File: config.mk
export PLATFORM = sky130hd
export DESIGN_NAME = vram_readback
export DESIGN_NICKNAME = d
export VERILOG_FILES = /design/src/rtl/vram_readback_pkg.sv /design/src/rtl/vram_readback_uart_tx.sv /design/src/rtl/vram_readback.sv
export SDC_FILE = /design/constraint.sdc
export NUM_CORES = 1
export LEC_CHECK = 0
export BUFFER_PORTS_ARGS = -buffer_cell sky130_fd_sc_hd__buf_4
export CAP_MARGIN = 20
export CORE_ASPECT_RATIO = 0.9
export CORE_MARGIN = 4
export CORE_UTILIZATION = 48
export DETAILED_ROUTE_END_ITERATION = 10
export GPL_TIMING_DRIVEN = 1
export PLACE_DENSITY = 0.78
export SKIP_LAST_GASP = 1
export SYNTH_ARGS = -nofsm -noshare
export SYNTH_HDL_FRONTEND = slang
export SYNTH_SLANG_ARGS = --single-unit
File: constraint.sdc
create_clock -name clk10m -period 2.4 [get_ports clk10m]
set_input_delay 0.6 -clock clk10m [delete_from_list [all_inputs] [get_ports clk10m]]
set_output_delay 0.6 -clock clk10m [all_outputs]
set_load 0.005 [all_outputs]
File: src/rtl/vram_readback_pkg.sv
`default_nettype none
// ============================================================================
// Module   : vram_readback_pkg
// Purpose  : Shared types and constants for the VRAM readback UART dumper.
// Revision : 1.0 - initial release
// ============================================================================
package vram_readback_pkg;

   // Dump sequencer states
   typedef enum logic [2:0] {
      S_IDLE = 3'd0,
      S_READ = 3'd1,
      S_WAIT = 3'd2,
      S_LOAD = 3'd3,
      S_SEND = 3'd4,
      S_NEXT = 3'd5
   } state_e;

   // 115200 baud from a 10 MHz clock
   localparam int DEFAULT_CLKS_PER_BIT = 87;
   localparam int VRAM_ADDR_W          = 15;
   localparam int VRAM_LAST_ADDR       = 22499;

endpackage : vram_readback_pkg
`default_nettype wire

File: src/rtl/vram_readback_uart_tx.sv
`default_nettype none
// ============================================================================
// Module   : uart_tx
// Purpose  : 8N1 serializer, LSB first. One byte per tx_start; tx_done pulses
//            in the last cycle of the stop bit.
// Revision : 1.0 - initial release
// ============================================================================
module uart_tx
   import vram_readback_pkg::*;
#(
   parameter int CLKS_PER_BIT = DEFAULT_CLKS_PER_BIT
) (
   input  logic       clk10m,
   input  logic       rst_n,
   input  logic [7:0] data,
   input  logic       tx_start,
   output logic       tx,
   output logic       tx_busy,
   output logic       tx_done
);

   localparam int              CW         = (CLKS_PER_BIT > 1) ? $clog2(CLKS_PER_BIT) : 1;
   localparam logic [CW-1:0]   c_CLK_LAST = CW'(CLKS_PER_BIT - 1);
   localparam logic [3:0]      c_BIT_LAST = 4'd9;   // stop bit index

   logic [CW-1:0] clk_cnt_q, clk_cnt_d;
   logic [3:0]    bit_cnt_q, bit_cnt_d;
   logic [8:0]    shift_q,   shift_d;    // remaining data bits plus stop bit
   logic          tx_q,      tx_d;
   logic          busy_q,    busy_d;
   logic          w_bit_end;

   assign w_bit_end = busy_q && (clk_cnt_q == c_CLK_LAST);
   assign tx_done   = w_bit_end && (bit_cnt_q == c_BIT_LAST);
   assign tx        = tx_q;
   assign tx_busy   = busy_q;

   // Next-state: load a frame when idle, advance one bit per CLKS_PER_BIT cycles
   always_comb begin
      clk_cnt_d = clk_cnt_q;
      bit_cnt_d = bit_cnt_q;
      shift_d   = shift_q;
      tx_d      = tx_q;
      busy_d    = busy_q;
      if (!busy_q) begin
         if (tx_start) begin
            busy_d    = 1'b1;
            tx_d      = 1'b0;
            shift_d   = {1'b1, data};
            clk_cnt_d = '0;
            bit_cnt_d = '0;
         end
      end else if (w_bit_end) begin
         clk_cnt_d = '0;
         if (bit_cnt_q == c_BIT_LAST) begin
            busy_d = 1'b0;
            tx_d   = 1'b1;
         end else begin
            bit_cnt_d = bit_cnt_q + 4'd1;
            tx_d      = shift_q[0];
            shift_d   = {1'b1, shift_q[8:1]};
         end
      end else begin
         clk_cnt_d = clk_cnt_q + CW'(1);
      end
   end

   // Serializer registers; line forced idle-high the moment reset asserts
   always_ff @(posedge clk10m or negedge rst_n) begin
      if (!rst_n) begin
         clk_cnt_q <= '0;
         bit_cnt_q <= '0;
         shift_q   <= '1;
         tx_q      <= 1'b1;
         busy_q    <= 1'b0;
      end else begin
         clk_cnt_q <= clk_cnt_d;
         bit_cnt_q <= bit_cnt_d;
         shift_q   <= shift_d;
         tx_q      <= tx_d;
         busy_q    <= busy_d;
      end
   end

endmodule : uart_tx
`default_nettype wire

File: src/rtl/vram_readback.sv
`default_nettype none
// ============================================================================
// Module   : vram_readback
// Purpose  : Streams a VRAM address range (with wrap at LAST_ADDR) out of a
//            UART, one byte per 8N1 frame, with start/abort control.
// Revision : 1.0 - initial release
// ============================================================================
module vram_readback
   import vram_readback_pkg::*;
#(
   parameter int CLKS_PER_BIT = DEFAULT_CLKS_PER_BIT,
   parameter int ADDR_W       = VRAM_ADDR_W,
   parameter int LAST_ADDR    = VRAM_LAST_ADDR
) (
   input  logic              clk10m,
   input  logic              rst_n,
   input  logic              start,
   input  logic              abort,
   input  logic [ADDR_W-1:0] start_addr,
   input  logic [ADDR_W-1:0] end_addr,
   output logic [ADDR_W-1:0] vram_addr,
   output logic              vram_re,
   input  logic [7:0]        vram_data,
   output logic              uart_tx,
   output logic              busy,
   output logic              done
);

   localparam logic [ADDR_W-1:0] c_LAST = ADDR_W'(LAST_ADDR);

   state_e            state_q, state_d;
   logic [ADDR_W-1:0] cur_q,   cur_d;
   logic [ADDR_W-1:0] last_q,  last_d;
   logic [7:0]        byte_q,  byte_d;
   logic              abort_pend_q, abort_pend_d;
   logic              w_start_ok;
   logic              w_abort;
   logic              w_tx_start;
   logic              w_tx_busy;
   logic              w_tx_done;

   // Out-of-range addresses and a simultaneous abort both veto a start
   assign w_start_ok = start && !abort && (start_addr <= c_LAST) && (end_addr <= c_LAST);
   assign w_abort    = abort || abort_pend_q;

   // cur only changes on entry to READ, so it doubles as the held read address
   assign vram_addr  = cur_q;
   assign busy       = (state_q != S_IDLE);

   // Sequencer next-state and strobes
   always_comb begin
      state_d    = state_q;
      cur_d      = cur_q;
      last_d     = last_q;
      byte_d     = byte_q;
      vram_re    = 1'b0;
      done       = 1'b0;
      w_tx_start = 1'b0;
      case (state_q)
         S_IDLE: begin
            if (w_start_ok) begin
               cur_d   = start_addr;
               last_d  = end_addr;
               state_d = S_READ;
            end
         end
         S_READ: begin
            vram_re = 1'b1;
            state_d = w_abort ? S_IDLE : S_WAIT;
         end
         S_WAIT: begin
            byte_d  = vram_data;
            state_d = w_abort ? S_IDLE : S_LOAD;
         end
         S_LOAD: begin
            // serializer is always free here; the check just keeps the handshake honest
            if (!w_tx_busy) begin
               w_tx_start = 1'b1;
               state_d    = S_SEND;
            end
         end
         S_SEND: begin
            if (w_tx_done) begin
               state_d = S_NEXT;
            end
         end
         S_NEXT: begin
            if (w_abort) begin
               state_d = S_IDLE;
            end else if (cur_q == last_q) begin
               done    = 1'b1;
               state_d = S_IDLE;
            end else begin
               cur_d   = (cur_q == c_LAST) ? '0 : cur_q + ADDR_W'(1);
               state_d = S_READ;
            end
         end
         default: state_d = S_IDLE;
      endcase
      // an abort seen while busy is remembered until the sequencer parks in IDLE
      abort_pend_d = (state_q != S_IDLE) && w_abort && (state_d != S_IDLE);
   end

   // Sequencer registers
   always_ff @(posedge clk10m or negedge rst_n) begin
      if (!rst_n) begin
         state_q      <= S_IDLE;
         cur_q        <= '0;
         last_q       <= '0;
         byte_q       <= '0;
         abort_pend_q <= 1'b0;
      end else begin
         state_q      <= state_d;
         cur_q        <= cur_d;
         last_q       <= last_d;
         byte_q       <= byte_d;
         abort_pend_q <= abort_pend_d;
      end
   end

   uart_tx #(
      .CLKS_PER_BIT (CLKS_PER_BIT)
   ) u_ser (
      .clk10m   (clk10m),
      .rst_n    (rst_n),
      .data     (byte_q),
      .tx_start (w_tx_start),
      .tx       (uart_tx),
      .tx_busy  (w_tx_busy),
      .tx_done  (w_tx_done)
   );

endmodule : vram_readback
`default_nettype wire

==> flow_summary.ini <==
[synthesis]
synth_area_mm2 = 0.00352
synth_top_flop_cell = dfrtp_1
yosysSeqAreaShare = 0.451
ys_seq_elements = 63
netlist_instances = 342
syn-num-nets = 389
synthArstFlopShare = 1.00
avgSynthCellArea_um2 = 10.3
synth_edf_count = 0
yosysWarningCount = 0
yosys.cell_types.count = 58

[die]
fp.dieArea_mm2 = 0.00876
fp.dieH_um = 89.2
die_w_um = 98.2
start_util = 0.497
ios = 61
core-area_mm2 = 0.00708
rows = 29

[sta]
setup_tns_ns = -0.0634
relSlewSlack = 0.467
hold_viol = 0
tightest_slew_ns = 0.800
setup_viol = 1
min_period_ns = 2.46
grt_setup_unrepaired = yes
fin_worst_skew_ns = 0.00830
fin_crit_sh = 1.03
holdWs_ns = 0.325
slew_violations = 0
setup_slack_ns = -0.0634
fmax_mhz = 406

[worst_setup_path]
crit_path_max_incr_delay_ns = 0.47
startpoint_type = flip-flop
cp_top_family = simple AND/OR/NAND/NOR gates
worst_ep_required_time_ns = 1.80
crit_arrival_ns = 1.86
slowest_stage = dfrtp_2
critPathKind = flip-flop to output pin
path_cells = xnor2_2, nand4_1, nor4_2, nor4b_4, buf_4
path_max_fanout = 4
path_buf_inv = 1
crit_path_end_kind = output pin

[power]
seqPwrFrac = 0.386
peakVddDrop_uv = 598
powerDensity_mw_per_mm2 = 1140
p_int_mw = 3.24
p_sw_mw = 1.91
p_comb_frac = 0.428
clkPwrFrac = 0.186
p_sw_frac = 0.370
p_leak_nw = 1.96

[layout]
postLayoutCellArea_mm2 = 0.00451
post_route_cells_drive_above_1_share = 0.374
nets = 475
post-route-util = 0.637
areaGrowthSynthToFinish_pct = 28.2
n_fill_cell = 565
diodes = 0

[drt]
first_pass_iters = 5
dr.first_iter.drc_count = 355
antenna_left = 0
dr_total_vias = 3144
via_per_inst = 5.98
wl_per_cell_um = 17.7
totalWireLength_mm = 9.33
drc = 0

[run_status]
status = finished, violations left
violations = setup timing

[worst_hold_path]
hold_class = input port to async pin

[grt]
grt_max_degree = 64
grt_pass1_wl_mm = 14.7
grt_pass1_vias = 2896
antenna_found_initial = 0
grt-ovfl-total = 0
grt_usage = 0.213

[clock_network]
clockBufferDepth = 2
clk_pin_slew_ns = 0.08
clk_latency_ns = 0.35
htreeDepth = 3
cts_buffers = 9
cts_root_buf = clkbuf_8
hold_buffers = 0
clock-sinks = 63
cts_tree = done

[place]
place_hpwl_mm = 6.53
gp_congestion = 0.893
placed_area_mm2 = 0.00421
port_buffers = 60

[flow_run]
cap_viol_max_count = 0
[through the flow]
step / power, mW / worst slack [ns] / std cells
after floorplan: 3.17 / 0.235 / 342
final: 5.14 / -0.0634 / 526
after global routing: 5.47 / -0.0956 / 526
after global placement: 3.94 / 0.0922 / 503
after detailed placement: 4.03 / 0.0943 / 503
after CTS: 5.01 / -0.0956 / 519
[flip-flops by register name, indices dropped and copies added, names as in the netlist]
signal	flops
vram_addr	15
byte_q	8
u_ser.bit_cnt_q	4
u_ser.tx_busy	1
u_ser.shift_q	8
u_ser.clk_cnt_q	7
last_q	15
abort_pend_q	1
state_q	3
u_ser.tx	1
[synth_stat cells, types with 4 or more instances]
library cell	number	area, µm²
dfrtp_1	54	1350
mux2_2	26	293
xnor2_1	15	131
nand2_1	32	120
nand4_1	9	56.3
ha_1	5	62.6
nand3_1	15	75.1
o21ai_0	21	105
xor2_1	4	35.0
a32oi_1	5	43.8
o221ai_1	13	114
clkbuf_1	9	33.8
a22oi_1	5	37.5
a21oi_1	5	25.0
mux2i_1	7	70.1
buf_2	5	25.0
dfstp_2	9	236
nor3_1	7	35.0
inv_1	12	45.0
nand2b_1	4	25.0
nand3b_1	7	52.6
nor2_1	21	78.8
[power groups by stage]
stage                     sequential [mW]  clock (mW)  combinational, mW
final                                1.99       0.957               2.20
after global routing                 2.04        1.03               2.40
after CTS                            1.96       0.969               2.08
after detailed placement             1.97           0               2.06
after global placement               1.94           0               2.00
after floorplan                      1.85           0               1.32
[cells in the final DEF, fill, tap and decap left out, types with 9 or more instances in the layout]
cell,n
nor2_1,21
nand3_1,15
nand2_1,32
inv_1,12
o21ai_0,21
dfstp_2,9
xnor2_1,12
mux2_2,26
dfrtp_1,50
clkbuf_8,9
o221ai_1,13
buf_4,90
nand4_1,9
[what timing repair did]
| action | in CTS | in global routing |
|---|---|---|
| endpoints found under the setup margin | 1 | 1 |
| gates resized for setup | 2 | 7 |
| setup buffers | 0 | 7 |
| pin swaps | 0 | 4 |
[cells by family after synthesis]
logic type	Yosys count	synth area share
adder cells (fa/ha/maj)	5	0.0178
buffers and inverters	29	0.0370
multiplexers	34	0.107
AND/OR/NAND/NOR	124	0.202
XOR/XNOR	19	0.0473
flip-flops	63	0.451
AO/OA/AOI/OAI	68	0.137
[worst paths after layout]
check	start	endpoint	slack, ns	depth (start not counted)
setup / recovery	vram_addr[9]	done	-0.06	5
hold / removal	rst_n	byte_q[5]	0.33	1
setup reg to reg	state_q[1]	vram_addr[0]	0.18	5
hold reg to reg	byte_q[7]	u_ser.shift_q[7]	0.49	2
max in group asynchronous	rst_n	vram_addr[6]	1.49	1
min in group clk10m	vram_data[3]	byte_q[3]	0.47	2
[per-layer routing]
metal | up-vias | wire, µm | track usage
li1 | 1456 | - | -
met1 | 1523 | 4130 | 0.300
met2 | 140 | 4280 | 0.329
met3 | 25 | 690 | 0.0437
met4 | 0 | 231 | 0.0819
met5 | - | 0 | 0
[cell type report]
| cell class | count | area (µm²) | share of cell area |
|---|---|---|---|
| Sequential cell | 63 | 1590 | 0.353 |
| Multi-Input combinational cell | 250 | 1840 | 0.407 |
| Inverter | 12 | 45.0 | 0.00999 |
| Clock inverter | 7 | 80.1 | 0.0178 |
| Timing Repair Buffer | 92 | 716 | 0.159 |
| Clock buffer | 9 | 124 | 0.0275 |
| Tap cell | 93 | 116 | 0.0258 |
Power figures use the tool's default switching activity.
